**src/rtl/ysyx_22051013_pipe_ctrl_pkg.sv**
```systemverilog
// ---------------------------------------------------------------------------
// ysyx_22051013_pipe_ctrl_pkg
//   Shared types for the pipeline controller: redirect-source encoding and
//   controller FSM states.
//   Source codes increase with stage age (NONE < ID < IE < LS), so "strictly
//   older" is a plain magnitude compare.
// ---------------------------------------------------------------------------
package ysyx_22051013_pipe_ctrl_pkg;

   typedef enum logic [1:0] {
      SRC_NONE = 2'd0,
      SRC_ID   = 2'd1,
      SRC_IE   = 2'd2,
      SRC_LS   = 2'd3
   } src_e;

   typedef enum logic {
      ST_RUN   = 1'b0,
      ST_REDIR = 1'b1
   } state_e;

endpackage

```
**src/rtl/ysyx_22051013_pipe_ctrl_if.sv**
```systemverilog
// ---------------------------------------------------------------------------
// ysyx_22051013_pipe_ctrl_if
//   Redirect bus between the pipeline stages, the controller and fetch.
//   Signals:
//     id/ie/ls_redir   stage requests a redirect
//     id/ie/ls_target  requested target per stage
//     redir_valid      redirect offered to fetch (controller drives)
//     redir_pc         redirect target (controller drives)
//     redir_ready      fetch accepts the redirect this cycle
//   Modports:
//     master  controller side
//     slave   pipeline / fetch side
// ---------------------------------------------------------------------------
interface ysyx_22051013_pipe_ctrl_if #(
   parameter int unsigned PC_W = 64
);
   logic            id_redir;
   logic            ie_redir;
   logic            ls_redir;
   logic [PC_W-1:0] id_target;
   logic [PC_W-1:0] ie_target;
   logic [PC_W-1:0] ls_target;
   logic            redir_valid;
   logic [PC_W-1:0] redir_pc;
   logic            redir_ready;

   modport master (
      input  id_redir, ie_redir, ls_redir,
      input  id_target, ie_target, ls_target,
      input  redir_ready,
      output redir_valid, redir_pc
   );

   modport slave (
      output id_redir, ie_redir, ls_redir,
      output id_target, ie_target, ls_target,
      output redir_ready,
      input  redir_valid, redir_pc
   );
endinterface

```
**src/rtl/ysyx_22051013_hazard_det.sv**
```systemverilog
// ---------------------------------------------------------------------------
// ysyx_22051013_hazard_det
//   Combinational load-use detector: the instruction in ID reads a register
//   that the load currently in IE has not produced yet. x0 never hazards.
//   Ports:
//     i_id_rs1/i_id_rs2        source registers of the ID instruction
//     i_id_use_rs1/i_id_use_rs2 ID instruction actually reads rs1/rs2
//     i_ie_rd                  destination register of the IE instruction
//     i_ie_is_load             IE instruction is a load
//     o_load_use               hazard present this cycle
// ---------------------------------------------------------------------------
module ysyx_22051013_hazard_det #(
   parameter int unsigned REG_W = 5
) (
   input  logic [REG_W-1:0] i_id_rs1,
   input  logic [REG_W-1:0] i_id_rs2,
   input  logic             i_id_use_rs1,
   input  logic             i_id_use_rs2,
   input  logic [REG_W-1:0] i_ie_rd,
   input  logic             i_ie_is_load,
   output logic             o_load_use
);
   logic w_hit_rs1;
   logic w_hit_rs2;

   assign w_hit_rs1  = i_id_use_rs1 && (i_id_rs1 == i_ie_rd);
   assign w_hit_rs2  = i_id_use_rs2 && (i_id_rs2 == i_ie_rd);
   assign o_load_use = i_ie_is_load && (i_ie_rd != '0) && (w_hit_rs1 || w_hit_rs2);
endmodule

```
**src/rtl/ysyx_22051013_pipe_ctrl.sv**
```systemverilog
// ---------------------------------------------------------------------------
// ysyx_22051013_pipe_ctrl
//   Hazard / sequencing controller for the IF-ID-IE-LS-WB pipeline.
//   Produces per-boundary stall/flush, arbitrates redirects (LS > IE > ID)
//   into one held redirect toward fetch, inserts load-use bubbles and counts
//   PC-stall cycles.
//   Ports:
//     clk, rst                 clock, async active-high reset
//     i_if_busy                fetch has no valid instruction
//     i_ls_busy                LS waits on memory, freeze everything
//     i_id_rs1/2, i_id_use_rs1/2, i_ie_rd, i_ie_is_load  load-use inputs
//     bus                      redirect bus (master side)
//     o_*_stall                hold boundary register / PC
//     o_*_flush                load bubble into boundary register
//     o_stall_cnt              cycles with o_pc_stall=1 (wraps)
// ---------------------------------------------------------------------------
module ysyx_22051013_pipe_ctrl
   import ysyx_22051013_pipe_ctrl_pkg::*;
#(
   parameter int unsigned PC_W  = 64,
   parameter int unsigned REG_W = 5,
   parameter int unsigned CNT_W = 32
) (
   input  logic                      clk,
   input  logic                      rst,
   input  logic                      i_if_busy,
   input  logic                      i_ls_busy,
   input  logic [REG_W-1:0]          i_id_rs1,
   input  logic [REG_W-1:0]          i_id_rs2,
   input  logic                      i_id_use_rs1,
   input  logic                      i_id_use_rs2,
   input  logic [REG_W-1:0]          i_ie_rd,
   input  logic                      i_ie_is_load,
   ysyx_22051013_pipe_ctrl_if.master bus,
   output logic                      o_pc_stall,
   output logic                      o_ifid_stall,
   output logic                      o_idie_stall,
   output logic                      o_iels_stall,
   output logic                      o_lswb_stall,
   output logic                      o_ifid_flush,
   output logic                      o_idie_flush,
   output logic                      o_iels_flush,
   output logic                      o_lswb_flush,
   output logic [CNT_W-1:0]          o_stall_cnt
);

   state_e          r_state;
   src_e            r_pend_src;
   logic [PC_W-1:0] r_redir_pc;
   logic [CNT_W-1:0] r_stall_cnt;

   state_e          w_state;
   src_e            w_pend_src;
   logic [PC_W-1:0] w_redir_pc;
   src_e            w_req_src;
   logic [PC_W-1:0] w_req_pc;
   logic            w_take;
   logic            w_load_use;

   ysyx_22051013_hazard_det #(
      .REG_W (REG_W)
   ) u_hazard_det (
      .i_id_rs1     (i_id_rs1),
      .i_id_rs2     (i_id_rs2),
      .i_id_use_rs1 (i_id_use_rs1),
      .i_id_use_rs2 (i_id_use_rs2),
      .i_ie_rd      (i_ie_rd),
      .i_ie_is_load (i_ie_is_load),
      .o_load_use   (w_load_use)
   );

   // Oldest requesting stage this cycle.
   always_comb begin
      w_req_src = SRC_NONE;
      w_req_pc  = '0;
      if (bus.ls_redir) begin
         w_req_src = SRC_LS;
         w_req_pc  = bus.ls_target;
      end else if (bus.ie_redir) begin
         w_req_src = SRC_IE;
         w_req_pc  = bus.ie_target;
      end else if (bus.id_redir) begin
         w_req_src = SRC_ID;
         w_req_pc  = bus.id_target;
      end
   end

   // r_pend_src is NONE in RUN, so one compare covers both a fresh redirect
   // and an older-stage replacement while one is pending.
   assign w_take = !i_ls_busy && (w_req_src > r_pend_src);

   always_comb begin
      w_state      = r_state;
      w_pend_src   = r_pend_src;
      w_redir_pc   = r_redir_pc;
      o_pc_stall   = 1'b0;
      o_ifid_stall = 1'b0;
      o_idie_stall = 1'b0;
      o_iels_stall = 1'b0;
      o_lswb_stall = 1'b0;
      o_ifid_flush = 1'b0;
      o_idie_flush = 1'b0;
      o_iels_flush = 1'b0;
      o_lswb_flush = 1'b0;

      // Replacement beats a same-cycle accept: the newer target must still
      // be offered.
      if (w_take) begin
         w_state    = ST_REDIR;
         w_pend_src = w_req_src;
         w_redir_pc = w_req_pc;
      end else if ((r_state == ST_REDIR) && bus.redir_ready) begin
         w_state    = ST_RUN;
         w_pend_src = SRC_NONE;
      end

      if (i_ls_busy) begin
         o_pc_stall   = 1'b1;
         o_ifid_stall = 1'b1;
         o_idie_stall = 1'b1;
         o_iels_stall = 1'b1;
         o_lswb_stall = 1'b1;
         o_lswb_flush = 1'b1;
      end else begin
         if (w_take) begin
            o_ifid_flush = 1'b1;
            o_idie_flush = (w_req_src >= SRC_IE);
            o_iels_flush = (w_req_src == SRC_LS);
         end
         if (r_state == ST_REDIR) begin
            o_ifid_flush = 1'b1;
         end else if (!w_take) begin
            if (w_load_use) begin
               o_pc_stall   = 1'b1;
               o_ifid_stall = 1'b1;
               o_idie_flush = 1'b1;
            end else if (i_if_busy) begin
               o_pc_stall   = 1'b1;
               o_ifid_flush = 1'b1;
            end
         end
      end
   end

   always_ff @(posedge clk or posedge rst) begin
      if (rst) begin
         r_state     <= ST_RUN;
         r_pend_src  <= SRC_NONE;
         r_redir_pc  <= '0;
         r_stall_cnt <= '0;
      end else begin
         r_state    <= w_state;
         r_pend_src <= w_pend_src;
         r_redir_pc <= w_redir_pc;
         if (o_pc_stall) begin
            r_stall_cnt <= r_stall_cnt + 1'b1;
         end
      end
   end

   assign bus.redir_valid = (r_state == ST_REDIR);
   assign bus.redir_pc    = r_redir_pc;
   assign o_stall_cnt     = r_stall_cnt;

endmodule

```
**src/flat_wrapper.sv**
```systemverilog
// flat-port wrapper written by rule: the top's interface ports become plain ports
module ysyx_22051013_pipe_ctrl_flat import ysyx_22051013_pipe_ctrl_pkg::*;
#(
   parameter int unsigned PC_W  = 64,
   parameter int unsigned REG_W = 5,
   parameter int unsigned CNT_W = 32
)
  (clk, rst, i_if_busy, i_ls_busy, i_id_rs1, i_id_rs2, i_id_use_rs1, i_id_use_rs2, i_ie_rd, i_ie_is_load, o_pc_stall, o_ifid_stall, o_idie_stall, o_iels_stall, o_lswb_stall, o_ifid_flush, o_idie_flush, o_iels_flush, o_lswb_flush, o_stall_cnt, bus_id_redir, bus_ie_redir, bus_ls_redir, bus_id_target, bus_ie_target, bus_ls_target, bus_redir_ready, bus_redir_valid, bus_redir_pc);
  ysyx_22051013_pipe_ctrl_if #(.PC_W(PC_W)) bus_i ();
  input  logic clk;
  input  logic rst;
  input  logic i_if_busy;
  input  logic i_ls_busy;
  input  logic [REG_W-1:0] i_id_rs1;
  input  logic [REG_W-1:0] i_id_rs2;
  input  logic i_id_use_rs1;
  input  logic i_id_use_rs2;
  input  logic [REG_W-1:0] i_ie_rd;
  input  logic i_ie_is_load;
  output logic o_pc_stall;
  output logic o_ifid_stall;
  output logic o_idie_stall;
  output logic o_iels_stall;
  output logic o_lswb_stall;
  output logic o_ifid_flush;
  output logic o_idie_flush;
  output logic o_iels_flush;
  output logic o_lswb_flush;
  output logic [CNT_W-1:0] o_stall_cnt;
  input wire logic [$bits(bus_i.id_redir)-1:0] bus_id_redir;
  input wire logic [$bits(bus_i.ie_redir)-1:0] bus_ie_redir;
  input wire logic [$bits(bus_i.ls_redir)-1:0] bus_ls_redir;
  input wire logic [$bits(bus_i.id_target)-1:0] bus_id_target;
  input wire logic [$bits(bus_i.ie_target)-1:0] bus_ie_target;
  input wire logic [$bits(bus_i.ls_target)-1:0] bus_ls_target;
  input wire logic [$bits(bus_i.redir_ready)-1:0] bus_redir_ready;
  output wire logic [$bits(bus_i.redir_valid)-1:0] bus_redir_valid;
  output wire logic [$bits(bus_i.redir_pc)-1:0] bus_redir_pc;
  assign bus_i.id_redir = bus_id_redir;
  assign bus_i.ie_redir = bus_ie_redir;
  assign bus_i.ls_redir = bus_ls_redir;
  assign bus_i.id_target = bus_id_target;
  assign bus_i.ie_target = bus_ie_target;
  assign bus_i.ls_target = bus_ls_target;
  assign bus_i.redir_ready = bus_redir_ready;
  assign bus_redir_valid = bus_i.redir_valid;
  assign bus_redir_pc = bus_i.redir_pc;
  ysyx_22051013_pipe_ctrl #(.PC_W(PC_W), .REG_W(REG_W), .CNT_W(CNT_W)) u_core (.clk(clk), .rst(rst), .i_if_busy(i_if_busy), .i_ls_busy(i_ls_busy), .i_id_rs1(i_id_rs1), .i_id_rs2(i_id_rs2), .i_id_use_rs1(i_id_use_rs1), .i_id_use_rs2(i_id_use_rs2), .i_ie_rd(i_ie_rd), .i_ie_is_load(i_ie_is_load), .bus(bus_i), .o_pc_stall(o_pc_stall), .o_ifid_stall(o_ifid_stall), .o_idie_stall(o_idie_stall), .o_iels_stall(o_iels_stall), .o_lswb_stall(o_lswb_stall), .o_ifid_flush(o_ifid_flush), .o_idie_flush(o_idie_flush), .o_iels_flush(o_iels_flush), .o_lswb_flush(o_lswb_flush), .o_stall_cnt(o_stall_cnt));
endmodule
```
**config.mk**
```make
export PLATFORM = sky130hd
export DESIGN_NAME = ysyx_22051013_pipe_ctrl_flat
export DESIGN_NICKNAME = d
export VERILOG_FILES = /design/src/rtl/ysyx_22051013_pipe_ctrl_pkg.sv /design/src/rtl/ysyx_22051013_pipe_ctrl_if.sv /design/src/rtl/ysyx_22051013_hazard_det.sv /design/src/rtl/ysyx_22051013_pipe_ctrl.sv /design/src/flat_wrapper.sv
export SDC_FILE = /design/constraint.sdc
export NUM_CORES = 1
export LEC_CHECK = 0
export BUFFER_PORTS_ARGS = -buffer_cell sky130_fd_sc_hd__buf_2
export CORE_AREA = 2 2 126 128
export CTS_BUF_LIST = sky130_fd_sc_hd__clkbuf_4 sky130_fd_sc_hd__clkbuf_8
export CTS_CLUSTER_DIAMETER = 200
export CTS_CLUSTER_SIZE = 14
export DETAILED_ROUTE_END_ITERATION = 8
export DIE_AREA = 0 0 128 130
export GPL_TIMING_DRIVEN = 0
export HOLD_SLACK_MARGIN = 0.08
export PLACE_DENSITY = 0.75
export SLEW_MARGIN = 20
export SYNTH_ARGS = -nofsm -noshare
export SYNTH_HDL_FRONTEND = slang
export SYNTH_SLANG_ARGS = --single-unit
```
**constraint.sdc**
```tcl
create_clock -name clk -period 6.2 [get_ports clk]
set_clock_uncertainty 0.1 [all_clocks]
set_input_delay 0.93 -clock clk [delete_from_list [all_inputs] [get_ports clk]]
set_output_delay 0.93 -clock clk [all_outputs]
set_load 0.05 [all_outputs]
```
==> flow_summary.ini <==
[grt]
overflow = 0
initial_antenna_violation_count = 3
number_of_global_route_vias_before_repair = 5708
wire_length_of_the_first_global_routing_pass_mm = 29.4
globalRouteTotalUtil_pct = 22.8
grt_max_degree = 60

[finish]
design_area_um2 = 7440
nFillCells = 1591
final_net_count = 1174
area_delta_synth_final_pct = 39.3
fin_cells = 1154
drive_gt1_share_pct = 37.5

[timing]
hold_violations = 0
tns_ps = 0
unrepaired_setup_endpoints_after_global_routing = no
timing_worst_slew_pin_value_ps = 789
fin_crit_sh_pct = 88.9
hold_slack_ps = 368
max_clock_freq_ghz = 0.181
max_slew_violations = 0
finalWorstPathRequiredPeriod_ps = 5510
finalSetupViolCount = 0
maxSlewHeadroom_pct = 47.0

[critical_path]
arrival_ps = 4480
capturing_element_type_of_the_critical_path = primary output
path_max_fanout = 10
crit_chain = buf_2, nor2b_1, clkbuf_1, buf_1, nor2_1, ha_1, a21oi_1, o21ai_1, clkbuf_1, clkbuf_1, a31oi_1, buf_2
r2r_setup_slack_ps = 3370
timing.critical_path.mode_cell = sky130_fd_sc_hd__clkbuf_1
critical_path_class = in -> out
timing.critical_path.slowest_stage_cell = sky130_fd_sc_hd__buf_1
max_stage_delay_ps = 540
worst_ep_required_time_ps = 5170
startpoint_type = primary input

[clock_tree]
cts_hold_buf = 0
root_buffer = sky130_fd_sc_hd__clkbuf_8
ctsHtreeMaxLevel = 3
cts-resized-gates = 0
cts_tree = done
worst_setup_hold_path_clk_slew_ps = 100
postCtsSetupBuffers = 0
clockBufferDepth = 2
cts_made_buffers = 9
worstSkewPairLatency_ps = 370
clock-sinks = 99

[logic_synthesis]
top_post_synthesis_cells_by_area = sky130_fd_sc_hd__dfrtp_1, sky130_fd_sc_hd__a22oi_1, sky130_fd_sc_hd__a21oi_1, sky130_fd_sc_hd__o21ai_0, sky130_fd_sc_hd__nand2_1
synth-edff-count = 0
postSynth.asyncResetShare_pct = 100
syn-cell-area_um2 = 5340
flops_latches_synth = 99
synth.most_common_cell = sky130_fd_sc_hd__dfrtp_1
sequential_share_of_the_synthesized_area_pct = 46.4
netlist.top_cell.by_area = sky130_fd_sc_hd__dfrtp_1
synth_fp_nets = 840
synthesis.instances = 619
ys_warn_count = 0
synth_cell_types = 42
synth_flop_cell = sky130_fd_sc_hd__dfrtp_1
synth.top_cell.area_share_pct = 46.4
ys_top_cells_by_count = sky130_fd_sc_hd__dfrtp_1, sky130_fd_sc_hd__nand2_1, sky130_fd_sc_hd__nor2_1
mean_cell_area_of_the_mapped_netlist_um2 = 8.63

[placed_design]
hpwl_mm = 15.3
port-buffer-count = 322
gp_congestion = 0.850
place_area_um2 = 7220
placed_cells = 1134

[floorplanning]
core.rowCount = 46
initial_core_util_pct = 34.6
core_um2 = 15400
chipWidth_um = 128
dieArea_um2 = 16600
design.portCount = 324
die_height_um = 130

[detailed_routing]
detail_route.first_pass.iterations = 5
dr.first_iter.drc_count = 267
drc = 0
vias_per_cell = 5.08
drt-total-wl_mm = 19.3
via_count = 5859
detail-route-antenna-nets = 0
avgRoutedWirePerCell_um = 16.7

[hold_path]
worstHoldPathType = reg -> reg

[flow_run]
drv_cap = 0

[pwr]
worst_vdd_ir_mv = 0.173
power_per_cell_area_nw_per_um2 = 417
static-leakage-power_nw = 3.74

[outcome]
run_status = finished, final reports clean
## layout make-up
cell class	instances	area, um2	share of cell area (%)
clock inverters	7	86.3	1.16
diodes	4	10.0	0.135
flip-flops and latches	99	2480	33.3
clock buffers	9	124	1.67
multi-input cells	464	2610	35.1
plain buffers	52	238	3.20
inverters	4	20.0	0.269
repair buffers	323	1630	21.9
well taps	192	240	3.23
## placed cells by master (no fill, tap or decap), types with 2 or more instances in the layout
cell	n
sky130_fd_sc_hd__buf_2	323
sky130_fd_sc_hd__dfrtp_1	99
sky130_fd_sc_hd__nand2_1	87
sky130_fd_sc_hd__nor2_1	71
sky130_fd_sc_hd__a21oi_1	67
sky130_fd_sc_hd__o21ai_0	67
sky130_fd_sc_hd__a22oi_1	63
sky130_fd_sc_hd__clkbuf_1	38
sky130_fd_sc_hd__xor2_1	27
sky130_fd_sc_hd__xnor2_1	14
sky130_fd_sc_hd__nor3_1	11
sky130_fd_sc_hd__nand3_1	9
sky130_fd_sc_hd__clkbuf_8	9
sky130_fd_sc_hd__nor4_1	6
sky130_fd_sc_hd__buf_4	5
sky130_fd_sc_hd__buf_1	5
sky130_fd_sc_hd__nand2b_1	5
sky130_fd_sc_hd__diode_2	4
sky130_fd_sc_hd__nand4_1	4
sky130_fd_sc_hd__and3_1	4
sky130_fd_sc_hd__inv_1	3
sky130_fd_sc_hd__buf_6	3
sky130_fd_sc_hd__nor3b_1	3
sky130_fd_sc_hd__ha_1	3
sky130_fd_sc_hd__clkinv_4	3
sky130_fd_sc_hd__nor2b_1	2
sky130_fd_sc_hd__nor4b_4	2
sky130_fd_sc_hd__nor4b_1	2
sky130_fd_sc_hd__inv_8	2
## power by group
part / total [mW] / internal, mW / switching [mW]
registers: 1.01 / 0.867 / 0.141
clock network: 0.448 / 0.194 / 0.253
logic: 1.65 / 0.381 / 1.27
total: 3.10 / 1.44 / 1.66
## per-stage QoR
stage                     setup slack, ps  total power, mW  utilization [%]
after floorplan                      1530             2.18                -
after global placement                460             2.65             46.6
after detailed placement              472             2.68             46.8
after CTS                             467             3.13             48.2
after global routing                  185             3.28             48.2
final                                 687             3.10             48.2
## cell families (layout without fill, tap and decap cells)
| family | Yosys count | after routing | share of synthesized area (%) |
|---|---|---|---|
| AND/OR/NAND/NOR | 216 | 216 | 18.9 |
| AO/OA/AOI/OAI | 203 | 203 | 22.4 |
| flip-flops | 99 | 99 | 46.4 |
| buffers and inverters | 56 | 395 | 4.73 |
| XOR/XNOR | 41 | 41 | 6.72 |
| adder cells (fa/ha/maj) | 3 | 3 | 0.703 |
| multiplexers | 1 | 1 | 0.211 |
| other | 0 | 4 | 0 |
## worst max-delay path: cells and delay by family
| family | cells | cell delay, ps |
|---|---|---|
| and+or+nand+nor | 2 | 220 |
| AOI/OAI and AO/OA | 3 | 650 |
| adders and majority gates | 1 | 310 |
| buffers and inverters | 6 | 2370 |
## layer usage
layer	global-route usage, %	vias up	share of wire [%]
met1	28.5	2743	41
li1	-	2841	-
met2	39.1	239	50
met3	3.81	36	5.7
met4	10.3	0	3.1
met5	0	-	0
## path summary, 6_finish.rpt
kind,cells after the start,to,start
worst max-delay path,12,o_ifid_flush,bus_ie_redir
worst min-delay path,1,u_core.o_stall_cnt[31],u_core.o_stall_cnt[31]
max in group asynchronous,3,u_core.bus.redir_pc[28],rst
worst max register to register,7,u_core.bus.redir_valid,u_core.r_pend_src[1]
min in group asynchronous,2,u_core.o_stall_cnt[23],rst
worst min register to register,1,u_core.o_stall_cnt[31],u_core.o_stall_cnt[31]
## registers in the layout, indices dropped and copies added, names as in the netlist
signal / flops
u_core.o_stall_cnt: 32
u_core.bus.redir_valid: 1
u_core.bus.redir_pc: 64
u_core.r_pend_src: 2
(Power assumes the default switching activity.)
